## config.mk

```make
export PLATFORM = sky130hd
export DESIGN_NAME = clause_vote_accumulator
export DESIGN_NICKNAME = d
export VERILOG_FILES = /design/src/rtl/clause_vote_accumulator.sv
export SDC_FILE = /design/constraint.sdc
export NUM_CORES = 1
export LEC_CHECK = 0
export CORE_UTILIZATION = 45
export CTS_CLUSTER_SIZE = 16
export DETAILED_ROUTE_END_ITERATION = 10
export PLACE_DENSITY = 0.69
export SLEW_MARGIN = 10
export SYNTH_ARGS = -nofsm -noshare
export SYNTH_HDL_FRONTEND = slang
export SYNTH_SLANG_ARGS = --single-unit
export TNS_END_PERCENT = 1
```

## constraint.sdc

```tcl
create_clock -name clk -period 5.31 [get_ports clk]
set_clock_uncertainty 0.2 [all_clocks]
set_input_delay 0.7965 -clock clk [delete_from_list [all_inputs] [get_ports clk]]
set_output_delay 0.7965 -clock clk [all_outputs]
set_load 0.01 [all_outputs]
```

## src/rtl/clause_vote_accumulator.sv

```systemverilog
// clause_vote_accumulator
//   Sums per-class clause votes with alternating polarity: even clause index
//   votes +1 and odd clause index votes -1. Each class sum is clamped to
//   [-THRESHOLD, +THRESHOLD] and the winning class is chosen by argmax, with
//   ties going to the lowest index. CHUNK clauses per class are consumed
//   each cycle. Valid/ready handshakes are used on both sides.
//
// Ports
//   clk             : clock, rising edge
//   rst_n           : asynchronous active-low reset
//   in_valid        : clause vector valid
//   in_ready        : block can accept a vector (IDLE, or DONE with out_ready)
//   in_clauses      : clause bits, class k at [k*NUM_CLAUSES +: NUM_CLAUSES]
//   out_valid       : result valid, held until out_ready
//   out_ready       : downstream accepts the result
//   class_sums      : clamped signed sums, class k at [k*SW +: SW]
//   predicted_class : argmax class index
module clause_vote_accumulator #(
    parameter int NUM_CLASSES = 2,
    parameter int NUM_CLAUSES = 10,
    parameter int CHUNK       = 2,
    parameter int THRESHOLD   = 15,
    // Derived widths; leave at their defaults.
    parameter int SW          = $clog2(NUM_CLAUSES) + 2,
    parameter int PW          = (NUM_CLASSES > 1) ? $clog2(NUM_CLASSES) : 1
) (
    input  logic                               clk,
    input  logic                               rst_n,
    input  logic                               in_valid,
    output logic                               in_ready,
    input  logic [NUM_CLASSES*NUM_CLAUSES-1:0] in_clauses,
    output logic                               out_valid,
    input  logic                               out_ready,
    output logic [NUM_CLASSES*SW-1:0]          class_sums,
    output logic [PW-1:0]                      predicted_class
);

    localparam int NUM_CHUNKS = NUM_CLAUSES / CHUNK;
    localparam int CW         = $clog2(NUM_CHUNKS + 1);
    localparam int VW         = NUM_CLASSES * NUM_CLAUSES;

    typedef enum logic [1:0] {
        IDLE,
        ACCUM,
        CALC,
        DONE
    } state_t;

    state_t                      state_q, state_d;
    logic [VW-1:0]               clauses_q, clauses_d;
    logic signed [SW-1:0]        acc_q [NUM_CLASSES];
    logic signed [SW-1:0]        acc_d [NUM_CLASSES];
    logic [CW-1:0]               cnt_q, cnt_d;
    logic [NUM_CLASSES*SW-1:0]   sums_q, sums_d;
    logic [PW-1:0]               pred_q, pred_d;
    logic                        ov_q, ov_d;

    logic                        accept;
    int                          vote    [NUM_CLASSES];
    int                          clamped [NUM_CLASSES];
    int                          best_val;
    int unsigned                 best_idx;

    assign in_ready        = (state_q == IDLE) || ((state_q == DONE) && out_ready);
    assign accept          = in_valid && in_ready;
    assign out_valid       = ov_q;
    assign class_sums      = sums_q;
    assign predicted_class = pred_q;

    // Signed vote of the current chunk for every class. The class slice is
    // shifted down to the chunk base so no out-of-range index is formed.
    always_comb begin
        logic [NUM_CLAUSES-1:0] win;
        int unsigned            base;
        base = int'(cnt_q) * CHUNK;
        win  = '0;
        for (int unsigned k = 0; k < NUM_CLASSES; k++) begin
            vote[k] = 0;
            win     = clauses_q[k*NUM_CLAUSES +: NUM_CLAUSES] >> base;
            for (int unsigned c = 0; c < CHUNK; c++) begin
                if (((win >> c) & NUM_CLAUSES'(1)) != '0) begin
                    vote[k] += (((base + c) % 2) == 0) ? 1 : -1;
                end
            end
        end
    end

    // Signed clamp, then argmax with strict compare so ties keep the lower index.
    always_comb begin
        best_val = 0;
        best_idx = 0;
        for (int unsigned k = 0; k < NUM_CLASSES; k++) begin
            clamped[k] = int'(acc_q[k]);
            if (clamped[k] > THRESHOLD) begin
                clamped[k] = THRESHOLD;
            end else if (clamped[k] < -THRESHOLD) begin
                clamped[k] = -THRESHOLD;
            end
        end
        best_val = clamped[0];
        for (int unsigned k = 1; k < NUM_CLASSES; k++) begin
            if (clamped[k] > best_val) begin
                best_val = clamped[k];
                best_idx = k;
            end
        end
    end

    always_comb begin
        state_d   = state_q;
        clauses_d = clauses_q;
        acc_d     = acc_q;
        cnt_d     = cnt_q;
        sums_d    = sums_q;
        pred_d    = pred_q;
        ov_d      = ov_q;

        unique case (state_q)
            IDLE: begin
                if (accept) begin
                    state_d = ACCUM;
                end
            end
            ACCUM: begin
                for (int unsigned k = 0; k < NUM_CLASSES; k++) begin
                    acc_d[k] = acc_q[k] + SW'(vote[k]);
                end
                cnt_d = cnt_q + CW'(1);
                if (cnt_q == CW'(NUM_CHUNKS - 1)) begin
                    state_d = CALC;
                end
            end
            CALC: begin
                for (int unsigned k = 0; k < NUM_CLASSES; k++) begin
                    sums_d[k*SW +: SW] = SW'(clamped[k]);
                end
                pred_d  = PW'(best_idx);
                ov_d    = 1'b1;
                state_d = DONE;
            end
            DONE: begin
                if (out_ready) begin
                    ov_d    = 1'b0;
                    state_d = accept ? ACCUM : IDLE;
                end
            end
            default: state_d = IDLE;
        endcase

        // accept is only possible in IDLE or DONE, so this never collides
        // with the ACCUM accumulator/counter updates above.
        if (accept) begin
            clauses_d = in_clauses;
            cnt_d     = '0;
            for (int unsigned k = 0; k < NUM_CLASSES; k++) begin
                acc_d[k] = '0;
            end
        end
    end

    always_ff @(posedge clk or negedge rst_n) begin
        if (!rst_n) begin
            state_q   <= IDLE;
            clauses_q <= '0;
            cnt_q     <= '0;
            sums_q    <= '0;
            pred_q    <= '0;
            ov_q      <= 1'b0;
            for (int unsigned k = 0; k < NUM_CLASSES; k++) begin
                acc_q[k] <= '0;
            end
        end else begin
            state_q   <= state_d;
            clauses_q <= clauses_d;
            cnt_q     <= cnt_d;
            sums_q    <= sums_d;
            pred_q    <= pred_d;
            ov_q      <= ov_d;
            for (int unsigned k = 0; k < NUM_CLASSES; k++) begin
                acc_q[k] <= acc_d[k];
            end
        end
    end

endmodule

```

== After elaboration in Yosys (flattened, before gate mapping) ==
Index checks and enable logic that the tools add are counted.
Cells by class
  $add $sub $neg: 6
  mux-type cells: 21
  equal/unequal tests: 7
  $lt $le $gt $ge: 5
  reductions and logical operators: 9
  multiply operators: 0
  shifts and indexed selects: 2
  divide/modulo/power cells: 0
  bitwise operators: 0
Operator list (number)
  2-to-1 mux 32 bit: 4
  > comparator 32 bit: 1
  zero test 32 bit: 1
  2-to-1 mux 12 bit: 2
  >> shifter 10 x 4 -> 2 bit: 2
  2-to-1 mux 6 bit: 3
  adder 2 x 6 -> 6 bit: 2
  adder 6 bit: 2
  > comparator 6 x 5 -> 1 bit (second input constant): 2
  < comparator 6 x 5 -> 1 bit (second input constant): 2
  one-hot mux 2 bit (4 select lines): 1
  2-to-1 mux 2 bit: 3
  2-to-1 mux 3 bit: 2
  != test 2 bit (second input constant): 3
  2-to-1 mux 1 bit: 5
  equality test 2 bit (second input constant): 2
  nonzero test 2 bit: 2
  adder 3 x 1 -> 3 bit (second input constant): 1
  equality test 3 bit (second input constant): 1
  AND reduction 3 bit: 1
  equality test 2 x 1 -> 1 bit (second input constant): 1
  logical AND 1 bit: 2
  zero test 2 bit: 1
  one-hot mux 1 bit (2 select lines): 1
  3 further kinds: 3
Storage, ports and cells
  ROM bits: 0
  flip-flop bits (word level): 51
  output and inout port bits: 15
  RAM bits: 0
  word-level logic and storage cells: 58
  bits in latches: 0
  input port bits: 24
  memories kept: 0

== Longest topological paths before layout ==
  depth after elaboration: 8
  mapped depth: 14
  depth with buffers taken out: 13

== Worst setup path after synthesis ==
No wires, ideal clock.
  path kind: register -> register
  start point: register cnt_q[0]
  end point: register acc_q[4] (netlist name)
  arrival: 2.470 ns
  stages on the path, launching flop included: 15
  path buffers: 1
  slack: 2.521 ns
  period minus slack after synthesis: 2.789 ns
  cells stage by stage: dfrtp_1 -> buf_2 -> mux2i_1 -> nor2_1 -> a21oi_1 -> o22ai_1 -> ha_1 -> inv_1 -> ha_1 -> fa_1 -> a21o_1 -> a21oi_1 -> xnor2_1 -> mux2i_1 -> nor2_1
Between the ends
  cells in the longest elaborated chain, start to end: 7
RTL lines
  start: declaration: line 53  | logic [CW-1:0] cnt_q, cnt_d;
  start signal: assignment: line 175  | cnt_q <= cnt_d;
  >> shifter 10 x 4 -> 2 bit *: line 79  | win = clauses_q[k*NUM_CLAUSES +: NUM_CLAUSES] >> base;
  2-to-1 mux 1 bit: line 81  | if (((win >> c) & NUM_CLAUSES'(1)) != '0) begin
  adder 2 x 6 -> 6 bit: line 82  | vote[k] += (((base + c) % 2) == 0) ? 1 : -1;
  2-to-1 mux 6 bit *: line 81
  adder 6 bit *: line 126  | acc_d[k] = acc_q[k] + SW'(vote[k]);
  2-to-1 mux 12 bit *: line 118  | unique case (state_q)
  2-to-1 mux 12 bit *: line 152  | if (accept) begin
  end signal: indexed assignment: line 180  | acc_q[k] <= acc_d[k];
  end: declaration: line 51  | logic signed [SW-1:0] acc_q [NUM_CLASSES];
Mark *: on every way between the ends. The rest lies on a longest branch, timed or not. The select of a mux whose other input is x is not followed.
A chain may end at the register's enable or synchronous reset.

== Worst setup path in the final report ==
Ends and elaborated chain as after synthesis.

==> out/summary.json <==
{
  "outcome": "finished clean",
  "routed.top_layer": "met4",
  "drc": 0,
  "power.leakage_nw": 1.65,
  "h-tree-depth": 2,
  "final_cell_area_um2": 3580,
  "vdd_drop_max_mv": 0.275,
  "dp_cells": 386,
  "postRouteAntennaNets": 0,
  "syn-cell-area_um2": 3070,
  "antenna_cells_inserted": 0,
  "ys_seq_area_share_pct": 41.6,
  "clock-root-buffer": "clkbuf_8",
  "max_slew_margin_pct": 28.1,
  "clock_pin_slew_on_the_worst_setup_and_hold_paths_ns": 0.10,
  "cts_setup_buffers": 0,
  "place_area_um2": 3460,
  "drive_gt1_share_pct": 12.3,
  "cpPeakStageDelay_ns": 0.69,
  "setup_tns_ns": 0,
  "synthesis.area_per_instance_um2": 10.9,
  "hold_wc_path_type": "reg2reg",
  "synth_cell_types": 41,
  "dieWidth_um": 84.6,
  "io_pins": 39,
  "place_hpwl_um": 3940,
  "routabilityCongestion": 0.831,
  "post_drt_wl_per_cell_um": 13.7,
  "start_kind": "flip-flop",
  "worst_slew_pin_slew_ns": 1.08,
  "period_share_pct": 59.1,
  "worstSkewPairLatency_ns": 0.31,
  "final.fill_count": 557,
  "yosys_warnings": 0,
  "layoutNonFillerInstCount": 394,
  "globalRoute.totalOverflow": 0,
  "worst_path_max_delay_cell": "dfrtp_1",
  "hold_buffers": 0,
  "worst_ep_arrival_time_ns": 3.18,
  "slew_viol_final": 0,
  "first_pass_iters": 8,
  "cts_tree": "yes",
  "synth_top_cell_by_area": "dfrtp_1",
  "grt_pass1_wl_um": 9470,
  "path_max_fanout": 12,
  "synth_fp_nets": 334,
  "fmaxAchievable_mhz": 318,
  "postSynthCellCount": 281,
  "routed-wl-met3_um": 157,
  "route.layer.met1.wl_um": 2660,
  "ys_ff_latch": 51,
  "fin_util_pct": 55.4,
  "antenna_found_initial": 0,
  "clkSinkCount": 51,
  "grt_start_max_net_pins": 52,
  "setup_viol_count_final": 0,
  "floorplan.core_area_um2": 6460,
  "synth_top_area_share_pct": 41.6,
  "final-hold-violation-count": 0,
  "dieHeight_um": 84.6,
  "layout_min_cycle_time_ns": 3.14,
  "die-area_um2": 7150,
  "dr_wl_met2_um": 2490,
  "std_cell_rows": 29,
  "clockBufferDepth": 2,
  "global_route.usage.total_pct": 16.5,
  "syn2layout_area_growth_pct": 16.6,
  "final_nets": 369,
  "first_global_vias": 2080,
  "power_density_nw_per_um2": 716,
  "cells_taking_the_most_area_after_synthesis": "dfrtp_1 42%, ha_1 11%, mux2_4 6.8%, mux2i_1 6.5%, mux2_2 4.8%",
  "rsz0062_at_grt": "no",
  "dr.first_iter.drc_count": 105,
  "endpoint_kind": "flip-flop",
  "routed-via-count": 2082,
  "worstSetupPathType": "reg2reg",
  "cp_data_required_time_ns": 5.35,
  "finalWirelength_um": 5400,
  "ctsResizeCount": 0,
  "floorplan.initialDensity_pct": 47.5,
  "vias_per_inst": 5.28,
  "numPortBuffers": 38,
  "max-cap-violations": 0,
  "numCtsBuffers": 5,
  "critical_path.cell_chain": "mux2i_1 -> nor2_1 -> a21oi_1 -> o22ai_1 -> ha_1 -> inv_1 -> ha_1 -> fa_1 -> a21o_1 -> a21oi_1 -> xnor2_1 -> mux2i_1 -> nor2_1"
}
stage by stage:
step           power, mW  hold slack (ns)  setup slack, ns
6_report            2.56            0.312             2.17
5_1_grt             2.82            0.329             1.89
4_1_cts             2.59            0.318             2.16
3_5_place_dp        2.29            0.296             2.18
3_3_place_gp        2.24            0.289             2.28
2_1_floorplan       1.94            0.280             2.52
cell usage in the layout (no fill, tap or decap), types with 4 or more instances in the layout:
master	Yosys	final
dfrtp_1	51	51
clkdlybuf4s50_1	0	37
nor2_1	30	30
ha_1	27	27
a21oi_1	22	22
mux2i_1	20	20
inv_1	18	18
mux2_4	14	14
mux2_2	13	13
o21ai_0	12	12
nand2_1	9	9
a21o_1	7	7
xnor2_1	7	7
clkbuf_8	0	6
nand3_1	5	5
nor2b_1	4	4
a211oi_1	4	4
where the power goes:
| part | total (mW) | switching, mW | internal [mW] | leakage [nW] |
|---|---|---|---|---|
| combinational | 1.53 | 0.737 | 0.797 | 0.972 |
| clock | 0.283 | 0.130 | 0.153 | 0.0612 |
| sequential | 0.745 | 0.164 | 0.581 | 0.615 |
path summary, 6_finish.rpt:
path	start	slack, ns	end	depth (start not counted)
setup / recovery	cnt_q[0]$_DFFE_PN0P_	2.17	acc_q[4]$_DFFE_PN0P_	13
hold / removal	class_sums[7]$_DFFE_PN0P_	0.31	class_sums[7]$_DFFE_PN0P_	1
min in group asynchronous	rst_n	0.40	class_sums[8]$_DFFE_PN0P_	2
setup reg to reg	cnt_q[0]$_DFFE_PN0P_	2.17	acc_q[4]$_DFFE_PN0P_	13
max in group asynchronous	rst_n	4.06	clauses_q[8]$_DFFE_PN0P_	2
hold reg to reg	class_sums[7]$_DFFE_PN0P_	0.31	class_sums[7]$_DFFE_PN0P_	1
kinds of logic after synthesis:
family | Yosys count | synth area share, %
fa+ha+maj | 29 | 12.3
mux | 47 | 18.1
simple gates | 63 | 9.99
flops | 51 | 41.6
compound gates | 54 | 10.7
xor+xnor | 8 | 2.28
buf+inv | 29 | 5.01
registers in the layout, indices dropped and copies added (netlist names):
register	flops
acc_q	12
class_sums	12
clauses_q	20
cnt_q	3
out_valid	1
predicted_class	1
state_q	2
worst max-delay path, delay by kind of cell, from the launching register on:
| family | cells | cell delay (ns) |
|---|---|---|
| AO/OA/AOI/OAI | 4 | 0.58 |
| XOR/XNOR | 1 | 0.13 |
| adder cells (fa/ha/maj) | 3 | 0.90 |
| buffers and inverters | 1 | 0.04 |
| flip-flops | 1 | 0.69 |
| multiplexers | 2 | 0.36 |
| AND/OR/NAND/NOR | 2 | 0.18 |
area by class of cell:
class                           instances  area (um2)  area share (%)
Clock inverter                          2        35.0           0.979
Clock buffer                            6        82.6            2.31
Tap cell                               77        96.3            2.69
Inverter                               18        67.6            1.89
Sequential cell                        51        1280            35.7
Multi-Input combinational cell        201        1640            45.8
Timing Repair Buffer                   39         383            10.7
per-layer routing:
layer  global-route usage [%]  vias up
met5                        0        -
met4                     5.70        0
met3                     3.44       11
met2                     27.0       46
met1                     21.8      967
li1                         -     1058
synth_stat cells:
cell        n
nand2_1     9
a222oi_1    2
nor2b_1     4
xor2_1      1
and2_4      1
fa_1        2
o31a_1      1
buf_4       2
mux2_4     14
nor4b_1     1
nor3_1      1
ha_1       27
nand2b_1    1
buf_2       3
nor3b_1     3
o22ai_1     2
a211oi_1    4
xnor2_1     7
o22a_1      1
nor4bb_1    1
a21oi_1    22
and3_1      1
nand4b_1    1
o31ai_1     1
nand4_1     1
or3_1       1
or4_1       2
a21o_1      7
clkbuf_1    2
buf_8       1
nor2_1     30
mux2_2     13
o2111ai_1   1
nand3_1     5
o2bb2ai_1   1
o21ai_0    12
or2_2       1
inv_1      18
dfrtp_1    51
mux2i_1    20
buf_6       3
Power figures use the tool's default switching activity.
